File: src/rtl/tick_scheduler_pkg.sv
// Shared types for the tick scheduler: event FSM states, per-channel configuration
// record and a small round-robin index helper.
package tick_scheduler_pkg;

  // The period field is sized for the widest divider we support; narrower
  // instances zero-extend into it and only compare the low DIV_WIDTH bits.
  localparam int MAX_DIV_WIDTH = 16;

  typedef enum logic {
    IDLE    = 1'b0,
    PRESENT = 1'b1
  } fsm_state_t;

  typedef struct packed {
    logic [MAX_DIV_WIDTH-1:0] period;
    logic                     enable;
    logic                     oneshot;
  } chan_cfg_t;

  function automatic int rr_next(input int idx, input int n);
    return (idx + 1) % n;
  endfunction

endpackage

File: src/rtl/tick_scheduler_rr_arbiter.sv
// Combinational round-robin arbiter: grants the first set request at or above
// ptr, wrapping past the top channel back to channel 0.
module rr_arbiter #(
  parameter int CHANNELS = 4,
  parameter int CH_BITS  = $clog2(CHANNELS)
) (
  input  logic [CHANNELS-1:0] req,
  input  logic [CH_BITS-1:0]  ptr,
  output logic                gnt_valid,
  output logic [CHANNELS-1:0] gnt_onehot,
  output logic [CH_BITS-1:0]  gnt_idx
);

  logic [CH_BITS-1:0] j;

  // Walk from the farthest offset down so the nearest request is written last.
  always_comb begin
    gnt_valid  = 1'b0;
    gnt_onehot = '0;
    gnt_idx    = '0;
    j          = '0;
    for (int k = CHANNELS - 1; k >= 0; k--) begin
      j = CH_BITS'((int'(ptr) + k) % CHANNELS);
      if (req[j]) begin
        gnt_valid  = 1'b1;
        gnt_onehot = '0;
        gnt_onehot[j] = 1'b1;
        gnt_idx    = j;
      end
    end
  end

endmodule

File: src/rtl/tick_scheduler.sv
// Divides a shared base tick into CHANNELS programmable timers and serialises
// their expiries onto one valid/ready event port through a round-robin arbiter.
module tick_scheduler
  import tick_scheduler_pkg::*;
#(
  parameter int  CHANNELS  = 4,
  parameter int  DIV_WIDTH = 8,
  localparam int CH_BITS   = $clog2(CHANNELS)
) (
  input  logic                 clock,
  input  logic                 reset,
  input  logic                 tick_in,
  input  logic                 cfg_valid,
  output logic                 cfg_ready,
  input  logic [CH_BITS-1:0]   cfg_chan,
  input  logic [DIV_WIDTH-1:0] cfg_period,
  input  logic                 cfg_enable,
  input  logic                 cfg_oneshot,
  output logic                 event_valid,
  output logic [CH_BITS-1:0]   event_chan,
  input  logic                 event_ready,
  output logic [CHANNELS-1:0]  overrun
);

  logic                cfg_accept;
  logic [CHANNELS-1:0] cfg_hit;
  logic [CHANNELS-1:0] fire;
  logic [CHANNELS-1:0] pending_q;
  logic [CHANNELS-1:0] overrun_q;
  logic [CHANNELS-1:0] pend_kept;
  logic [CH_BITS-1:0]  rr_ptr_q;
  logic [CH_BITS-1:0]  event_chan_q;
  fsm_state_t          state_q, state_d;
  logic                load;
  logic                release_ev;
  logic                gnt_valid;
  logic [CHANNELS-1:0] gnt_onehot;
  logic [CH_BITS-1:0]  gnt_idx;

  assign cfg_ready  = ~reset;
  assign cfg_accept = cfg_valid && cfg_ready;

  // Per-channel divider. A config write to a channel overrides its tick in the
  // same cycle, so the expiry is suppressed and the count restarts from zero.
  for (genvar i = 0; i < CHANNELS; i++) begin : g_chan
    chan_cfg_t            cfg_q;
    logic [DIV_WIDTH-1:0] cnt_q;
    logic [DIV_WIDTH-1:0] per;
    logic                 active;
    logic                 wrap;

    assign cfg_hit[i] = cfg_accept && (cfg_chan == CH_BITS'(i));
    assign per        = cfg_q.period[DIV_WIDTH-1:0];
    assign active     = tick_in && cfg_q.enable && (cfg_q.period != '0);
    assign wrap       = (cnt_q == per - DIV_WIDTH'(1));
    assign fire[i]    = active && wrap && !cfg_hit[i];

    always_ff @(posedge clock) begin
      if (reset) begin
        cfg_q <= '0;
        cnt_q <= '0;
      end else if (cfg_hit[i]) begin
        cfg_q <= '{period:  MAX_DIV_WIDTH'(cfg_period),
                   enable:  cfg_enable,
                   oneshot: cfg_oneshot};
        cnt_q <= '0;
      end else if (active) begin
        if (wrap) begin
          cnt_q <= '0;
          if (cfg_q.oneshot) cfg_q.enable <= 1'b0;
        end else begin
          cnt_q <= cnt_q + DIV_WIDTH'(1);
        end
      end
    end
  end

  rr_arbiter #(
    .CHANNELS (CHANNELS),
    .CH_BITS  (CH_BITS)
  ) u_arb (
    .req        (pending_q),
    .ptr        (rr_ptr_q),
    .gnt_valid  (gnt_valid),
    .gnt_onehot (gnt_onehot),
    .gnt_idx    (gnt_idx)
  );

  // Event FSM: state register
  always_ff @(posedge clock) begin
    if (reset) state_q <= IDLE;
    else       state_q <= state_d;
  end

  // Event FSM: next state
  always_comb begin
    state_d = state_q;
    unique case (state_q)
      IDLE:    if (gnt_valid)   state_d = PRESENT;
      PRESENT: if (event_ready) state_d = IDLE;
      default:                  state_d = IDLE;
    endcase
  end

  // Event FSM: outputs
  always_comb begin
    load       = 1'b0;
    release_ev = 1'b0;
    unique case (state_q)
      IDLE:    load       = gnt_valid;
      PRESENT: release_ev = event_ready;
      default: ;
    endcase
  end

  always_ff @(posedge clock) begin
    if (reset) begin
      event_chan_q <= '0;
      rr_ptr_q     <= '0;
    end else if (load) begin
      event_chan_q <= gnt_idx;
      rr_ptr_q     <= CH_BITS'(rr_next(int'(gnt_idx), CHANNELS));
    end
  end

  // A pending bit consumed by this cycle's load is free to take a new fire,
  // so only bits still held afterwards can turn a fire into an overrun.
  assign pend_kept = pending_q & ~(load ? gnt_onehot : '0);

  always_ff @(posedge clock) begin
    if (reset) begin
      pending_q <= '0;
      overrun_q <= '0;
    end else begin
      pending_q <= (pend_kept | fire) & ~cfg_hit;
      overrun_q <= (overrun_q | (pend_kept & fire)) & ~cfg_hit;
    end
  end

  assign event_valid = (state_q == PRESENT);
  assign event_chan  = event_chan_q;
  assign overrun     = overrun_q;

  logic unused_release;
  assign unused_release = release_ev;

endmodule

File: config.mk
export PLATFORM = sky130hd
export DESIGN_NAME = tick_scheduler
export DESIGN_NICKNAME = d
export VERILOG_FILES = /design/src/rtl/tick_scheduler_pkg.sv /design/src/rtl/tick_scheduler_rr_arbiter.sv /design/src/rtl/tick_scheduler.sv
export SDC_FILE = /design/constraint.sdc
export NUM_CORES = 1
export LEC_CHECK = 0
export BUFFER_PORTS_ARGS = -buffer_cell sky130_fd_sc_hd__buf_2
export CAP_MARGIN = 20
export CORE_UTILIZATION = 45
export CTS_CLUSTER_SIZE = 28
export DETAILED_ROUTE_END_ITERATION = 10
export PLACE_DENSITY = 0.69
export SLEW_MARGIN = 25
export SYNTH_ARGS = -nofsm -noshare
export SYNTH_HDL_FRONTEND = slang
export SYNTH_SLANG_ARGS = --single-unit
File: constraint.sdc
create_clock -name clock -period 2.51 [get_ports clock]
set_input_delay 0.753 -clock clock [delete_from_list [all_inputs] [get_ports clock]]
set_output_delay 0.753 -clock clock [all_outputs]
set_load 0.01 [all_outputs]
# Yosys cells after proc, flatten, opt, wreduce, memory -nomap -nowiden
# Index checks and enable logic that the tools add are counted.
[totals]
reg_bits = 85
latch_bits = 0
ram_bits = 0
rom_bits = 0
inputBits = 17
output_inout_bits = 8
word_cells = 165
mem_count = 0
[classes]
n_addsub = 12
n_mul = 0
div_mod_pow = 0
order_cmp = 8
n_eq_ne = 7
n_shift = 0
muxes = 53
bitwise = 10
reduce_logical = 54
[ops]
columns = ["operator", "n"]
rows = [
  ["$reduce_bool A16 Y1", 4],
  ["$add A8 B1 Y8 const B", 4],
  ["$eq A8 B8 Y1", 4],
  ["$mux W8", 4],
  ["$sub A8 B1 Y8 const B", 4],
  ["$mux W1", 31],
  ["$logic_and A1 B1 Y1", 25],
  ["$reduce_bool A2 Y1", 12],
  ["$mux W4", 5],
  ["$and A4 B4 Y4", 4],
  ["$lt A2 B3 Y1 const B", 4],
  ["$reduce_and A3 Y1", 4],
  ["$bmux W1 S2", 4],
  ["$demux W1 S2", 4],
  ["$ge A2 B1 Y1 const B", 4],
  ["$mux W2", 4],
  ["$not A4 Y4", 2],
  ["$or A4 B4 Y4", 2],
  ["$reduce_or A2 Y1", 4],
  ["$add A2 B1 Y2 const B", 2],
  ["$add A2 B2 Y2 const B", 2],
  ["$eq A2 B2 Y1 const B", 2],
  ["$logic_not A1 Y1", 4],
  ["$eq A2 B1 Y1 const B", 1],
  ["3 further kinds", 4],
]

# Longest topological paths before layout
[logic_depth]
ltp_word = 15
ltp_mapped = 9
mapped_depth_nobuf = 8

# Cells and area by module
# Synthesis repeated with hierarchy kept, for this count alone.
[unflattened]
cells_unflattened = 604
area_unflattened_um2 = 4893.4
[by_module_without_submodules]
columns = ["mod", "instances", "cells_per_inst", "area_per_inst_um2", "seq_area_each_um2"]
rows = [
  ["tick_scheduler", 1, 543, 4384.2, 1701.6],
  ["rr_arbiter", 1, 61, 509.2, 0.0],
]

# Worst setup path before layout
# Ideal clock, no wire load.
[synth_path]
kind = "reg-to-reg"
start = "register rr_ptr_q[1]"
end = "register rr_ptr_q[1]"
setup_ps = 144
t_arrival_ps = 2314
t_required_ps = 2366
path_slack_ps = 52
path_stages_with_launch = 10
path_buffers = 1
synth_period_minus_slack_ps = 2458
path_cell_list = "dfxtp_1 clkbuf_1 inv_1 ha_1 mux4_2 nor2b_1 nor2_1 mux2i_1 xor2_1 a21oi_1"
[synth_via]
elab_chain_len = 8
elab_cells_between_ends = 21
[synth_rtl]
columns = ["item", "line", "text"]
rows = [
  ["start, declared", "tick_scheduler.sv:31", "logic [CH_BITS-1:0] rr_ptr_q;"],
  ["start signal, assigned", "tick_scheduler.sv:122", "rr_ptr_q <= CH_BITS'(rr_next(int'(gnt_idx), CHANNELS));"],
  ["$add A2 B2 Y2", "tick_scheduler_rr_arbiter.sv:23", "j = CH_BITS'((int'(ptr) + k) % CHANNELS);"],
  ["$bmux W1 S2", "tick_scheduler_rr_arbiter.sv:24", "if (req[j]) begin"],
  ["$mux W1 (not written as such)", "tick_scheduler_rr_arbiter.sv:24", ""],
  ["$mux W2 or $mux W1 (tied branches) (4 in series)", "tick_scheduler_rr_arbiter.sv:24", ""],
  ["$add A2 B1 Y2 or $mux W1 (tied branches)", "tick_scheduler_pkg.sv:21, tick_scheduler.sv:109", ""],
]
# Several ways; a longest one is shown, not always the timed one. The select of a mux whose other input is x is not followed.
# A chain may end at the register's enable or synchronous reset.

# Worst setup path after layout
[layout_path]
start = "register g_chan[3].cfg_q[2] in the netlist's numbering"
end = "register g_chan[3].cnt_q[7]"
[layout_via]
elab_chain_len = 3
elab_cells_between_ends = 5
[layout_rtl]
columns = ["item", "line", "text"]
rows = [
  ["start, declared", "tick_scheduler.sv:46", "chan_cfg_t cfg_q;"],
  ["start signal, assigned", "tick_scheduler.sv:63", "cfg_q <= '{period: MAX_DIV_WIDTH'(cfg_period),"],
  ["$sub A8 B1 Y8", "tick_scheduler.sv:55", "assign wrap = (cnt_q == per - DIV_WIDTH'(1));"],
  ["$eq A8 B8 Y1", "tick_scheduler.sv:55", ""],
  ["$mux W8", "tick_scheduler.sv:68", "if (wrap) begin"],
  ["end signal, assigned", "tick_scheduler.sv:72", "cnt_q <= cnt_q + DIV_WIDTH'(1);"],
  ["end, declared", "tick_scheduler.sv:47", "logic [DIV_WIDTH-1:0] cnt_q;"],
]
# Several ways; a longest one is shown, not always the timed one.

==> summary.md <==
| Metric | Value |
|---|---|
| CTS H-tree depth | 3 |
| Slack of the worst reg-to-reg path | 0.13 ns |
| DPL Wire Length | 8210 um |
| Lkg Pwr | 1.97 nW |
| #FFs+latches synth | 85 |
| Average cell area after synthesis | 7.96 um2 |
| WP data required | 2.77 ns |
| Mapped Cells | 611 |
| Critical Path Source | g_chan[3].cfg_q[2]$_SDFFE_PP0P_ |
| Drt via density | 5.51 |
| Metal-1 WL | 5130 um |
| Final #Nets | 675 |
| Met3 wire len | 506 um |
| Relative slew slack | 48.2% |
| Total die area | 11200 um2 |
| Ports | 25 |
| DRT Wirelength | 11000 um |
| Reg-to-reg startpoint | g_chan[3].cfg_q[2]$_SDFFE_PP0P_ |
| Final number of setup-violating endpoints | 0 |
| Slowest cell on crit path | or4_4 |
| Buffers on Ports | 24 |
| RSZ-0062 raised after global routing | no |
| Worst vdd ir | 367 uV |
| Hold buffers post-CTS | 0 |
| Wire length per cell | 14.1 um |
| Crit path max fanout | 8 |
| Number of global-route vias before repair | 4090 |
| Power share of the clock group | 39.8% |
| Max frequency | 0.420 GHz |
| Hold/Removal Path Class | reg2reg |
| Clock slew at reported path FFs | 0.08 ns |
| Util after Layout | 51.8% |
| Mapped Nets | 647 |
| R2R Path End | g_chan[3].cnt_q[7]$_SDFFE_PP0P_ |
| Via count of the routed design | 4299 |
| Total negative slack | 0 ns |
| Grt ovf | 0 |
| TritonRoute pass-1 iters | 5 |
| GP Congestion | 0.921 |
| Final Skew | 0.00753 ns |
| Synthesis-to-layout area growth | 10.8% |
| Final ANT Viol Nets | 0 |
| Total GRT Usage | 20.8% |
| CTS tree | done |
| Clk Latency, worst-skew pair | 0.37 ns |
| R2R depth | 8 |
| Initial Util | 46.7% |
| Netlist cell types | 61 |
| Async S/R FF share, synth | 0% |
| CP Class | reg2reg |
| Power per Cell Area | 486 nW/um2 |
| Uppermost routed layer | met4 |
| Synth Flop Type | dfxtp_1 |
| Setup bufs post-CTS | 0 |
| Worst path cell trace | inv_1, ha_1, and3_1, a221oi_1, a21boi_0, or4_4, nand2_2, nor2_1 |
| Status | complete, no violations |
| Worst EP arrival | 2.64 ns |
| # fillers | 1014 |
| Comb power frac | 7.6% |
| Met2 WL | 5190 um |
| Share of layout cells above drive strength 1 | 10.4% |
| Core area | 10400 um2 |
| Pint | 2.00 mW |
| Maxcap violations | 0 |
| P_sw | 0.621 mW |
| Post-synth EDFFs | 0 |
| Startpoint class of the critical path | flip-flop |
| CTS resizes | 0 |
| Synthesized cell area | 4860 um2 |
| Switching part of the total | 23.7% |
| Diode count | 0 |
| DRC viols | 0 |
| Slew Limit Fails | 0 |
| Row count | 37 |
| Final count of hold timing violations | 0 |
| Largest net degree at the start of global routing | 26 |
| Root Buffer | clkbuf_8 |
| First-pass GRT wire length | 18600 um |
| Initial drt markers | 209 |
| # clock sinks | 85 |
| Crit end category | flip-flop |
| Synth warnings | 0 |
| Initial antenna violation count | 0 |
| Final Cycle Share | 94.9% |
| Sequential share of the synthesized area | 35.0% |
| Max Root-Sink Buffers | 2 |
| Fin crit period | 2.38 ns |
| Die Wd | 106 um |
| Slew @ Worst Pin | 0.770 ns |
| Die H | 106 um |
| Seq pwr share | 52.6% |
| CP peak stage delay | 0.58 ns |
| Cts bufs inserted | 9 |
| Crit path to | g_chan[3].cnt_q[7]$_SDFFE_PP0P_ |
## cell usage after synthesis (all sizes together), types with 14 or more instances
cell type	n	area share [%]
nand4	15	1.9
dfxtp	85	35
nand2	105	8.2
clkbuf	22	1.7
ha	19	4.9
nor2	61	4.7
nor2b	15	1.9
xnor2	36	6.5
inv	29	2.2
xor2	30	5.4
a21oi	50	5.1
o21ai	14	1.5
## per-stage QoR
| stage | power [mW] | area [um2] | std cells | hold WS [ns] | worst slack, ns |
|---|---|---|---|---|---|
| final | 2.62 | 5390 | 780 | 0.460 | 0.128 |
| after detailed placement | 1.61 | 5180 | 764 | 0.450 | 0.169 |
| after floorplan | 1.54 | 4860 | 611 | 0.436 | 0.0525 |
| after global placement | 1.60 | 5180 | 764 | 0.445 | 0.257 |
| after global routing | 2.72 | 5390 | 780 | 0.478 | 0.0139 |
| after CTS | 2.64 | 5390 | 780 | 0.461 | 0.147 |
## how the worst min path moves through the flow
stage	from	end	slack, ns	cells after the start
after global placement	g_chan[0].cfg_q[0]$_SDFFE_PP0P_	g_chan[0].cfg_q[0]$_SDFFE_PP0P_	0.44	2
after floorplan	g_chan[0].cfg_q[0]$_SDFFE_PP0P_	g_chan[0].cfg_q[0]$_SDFFE_PP0P_	0.44	2
final	g_chan[0].cfg_q[0]$_SDFFE_PP0P_	g_chan[0].cfg_q[0]$_SDFFE_PP0P_	0.46	2
after CTS	g_chan[0].cfg_q[0]$_SDFFE_PP0P_	g_chan[0].cfg_q[0]$_SDFFE_PP0P_	0.46	2
after detailed placement	g_chan[1].cfg_q[0]$_SDFFE_PP0P_	g_chan[1].cfg_q[0]$_SDFFE_PP0P_	0.45	2
after global routing	g_chan[2].cfg_q[0]$_SDFFE_PP0P_	g_chan[2].cfg_q[0]$_SDFFE_PP0P_	0.48	2
## routing by layer
metal | global-route usage (%) | vias to the layer above
li1 | - | 2162
met1 | 26.6 | 2028
met2 | 33.7 | 94
met3 | 3.37 | 15
met4 | 11.0 | 0
met5 | 0 | -
## final cells by class
| type | count | area, um2 | area share [%] |
|---|---|---|---|
| Multi-Input combinational cell | 473 | 2960 | 54.8 |
| Sequential cell | 85 | 1700 | 31.6 |
| Timing Repair Buffer | 41 | 248 | 4.60 |
| Tap cell | 136 | 170 | 3.16 |
| Clock buffer | 11 | 131 | 2.44 |
| Inverter | 29 | 109 | 2.02 |
| Clock inverter | 5 | 75.1 | 1.39 |
## placed cells by master, fill, tap and decap left out, drive strengths merged, types with 4 or more instances in the layout
| cell | n |
|---|---|
| a211oi | 4 |
| a21boi | 4 |
| a21oi | 50 |
| a221oi | 4 |
| a31oi | 11 |
| and3 | 9 |
| buf | 41 |
| clkbuf | 11 |
| dfxtp | 85 |
| ha | 19 |
| inv | 29 |
| mux2i | 10 |
| nand2 | 105 |
| nand3 | 8 |
| nand4 | 15 |
| nor2 | 61 |
| nor2b | 15 |
| nor3 | 12 |
| nor4 | 5 |
| o21a | 4 |
| o21ai | 14 |
| or3 | 4 |
| xnor2 | 36 |
| xor2 | 30 |
## logic make-up after synthesis
logic type	synth area share [%]
AOI/OAI and AO/OA	15.7
xor gates and xnor gates	11.9
muxes	3.45
DFF	35.0
and+or+nand+nor	24.8
adders and majority gates	4.89
buffers and inverters	4.24
## power groups by stage
| stage | Clock [mW] | Sequential (mW) | Combinational (mW) |
|---|---|---|---|
| 2_1_floorplan | 0 | 1.40 | 0.135 |
| 3_3_place_gp | 0 | 1.41 | 0.191 |
| 3_5_place_dp | 0 | 1.41 | 0.197 |
| 4_1_cts | 1.06 | 1.38 | 0.198 |
| 5_1_grt | 1.12 | 1.38 | 0.221 |
| 6_report | 1.04 | 1.38 | 0.199 |
## sequential cells by signal (all words and copies together), names as in the netlist
register	cells
event_chan	2
g_chan.cnt_q	32
pending_q	4
event_valid	1
g_chan.cfg_q	40
rr_ptr_q	2
overrun	4
## critical path: cells and delay by family, from the launching register on
kind	cells	cell delay, ns
fa+ha+maj	1	0.29
simple gates	4	1.03
buf+inv	1	0.09
flops	1	0.43
compound gates	2	0.42
No activity file was read; power rests on OpenSTA's default activity.
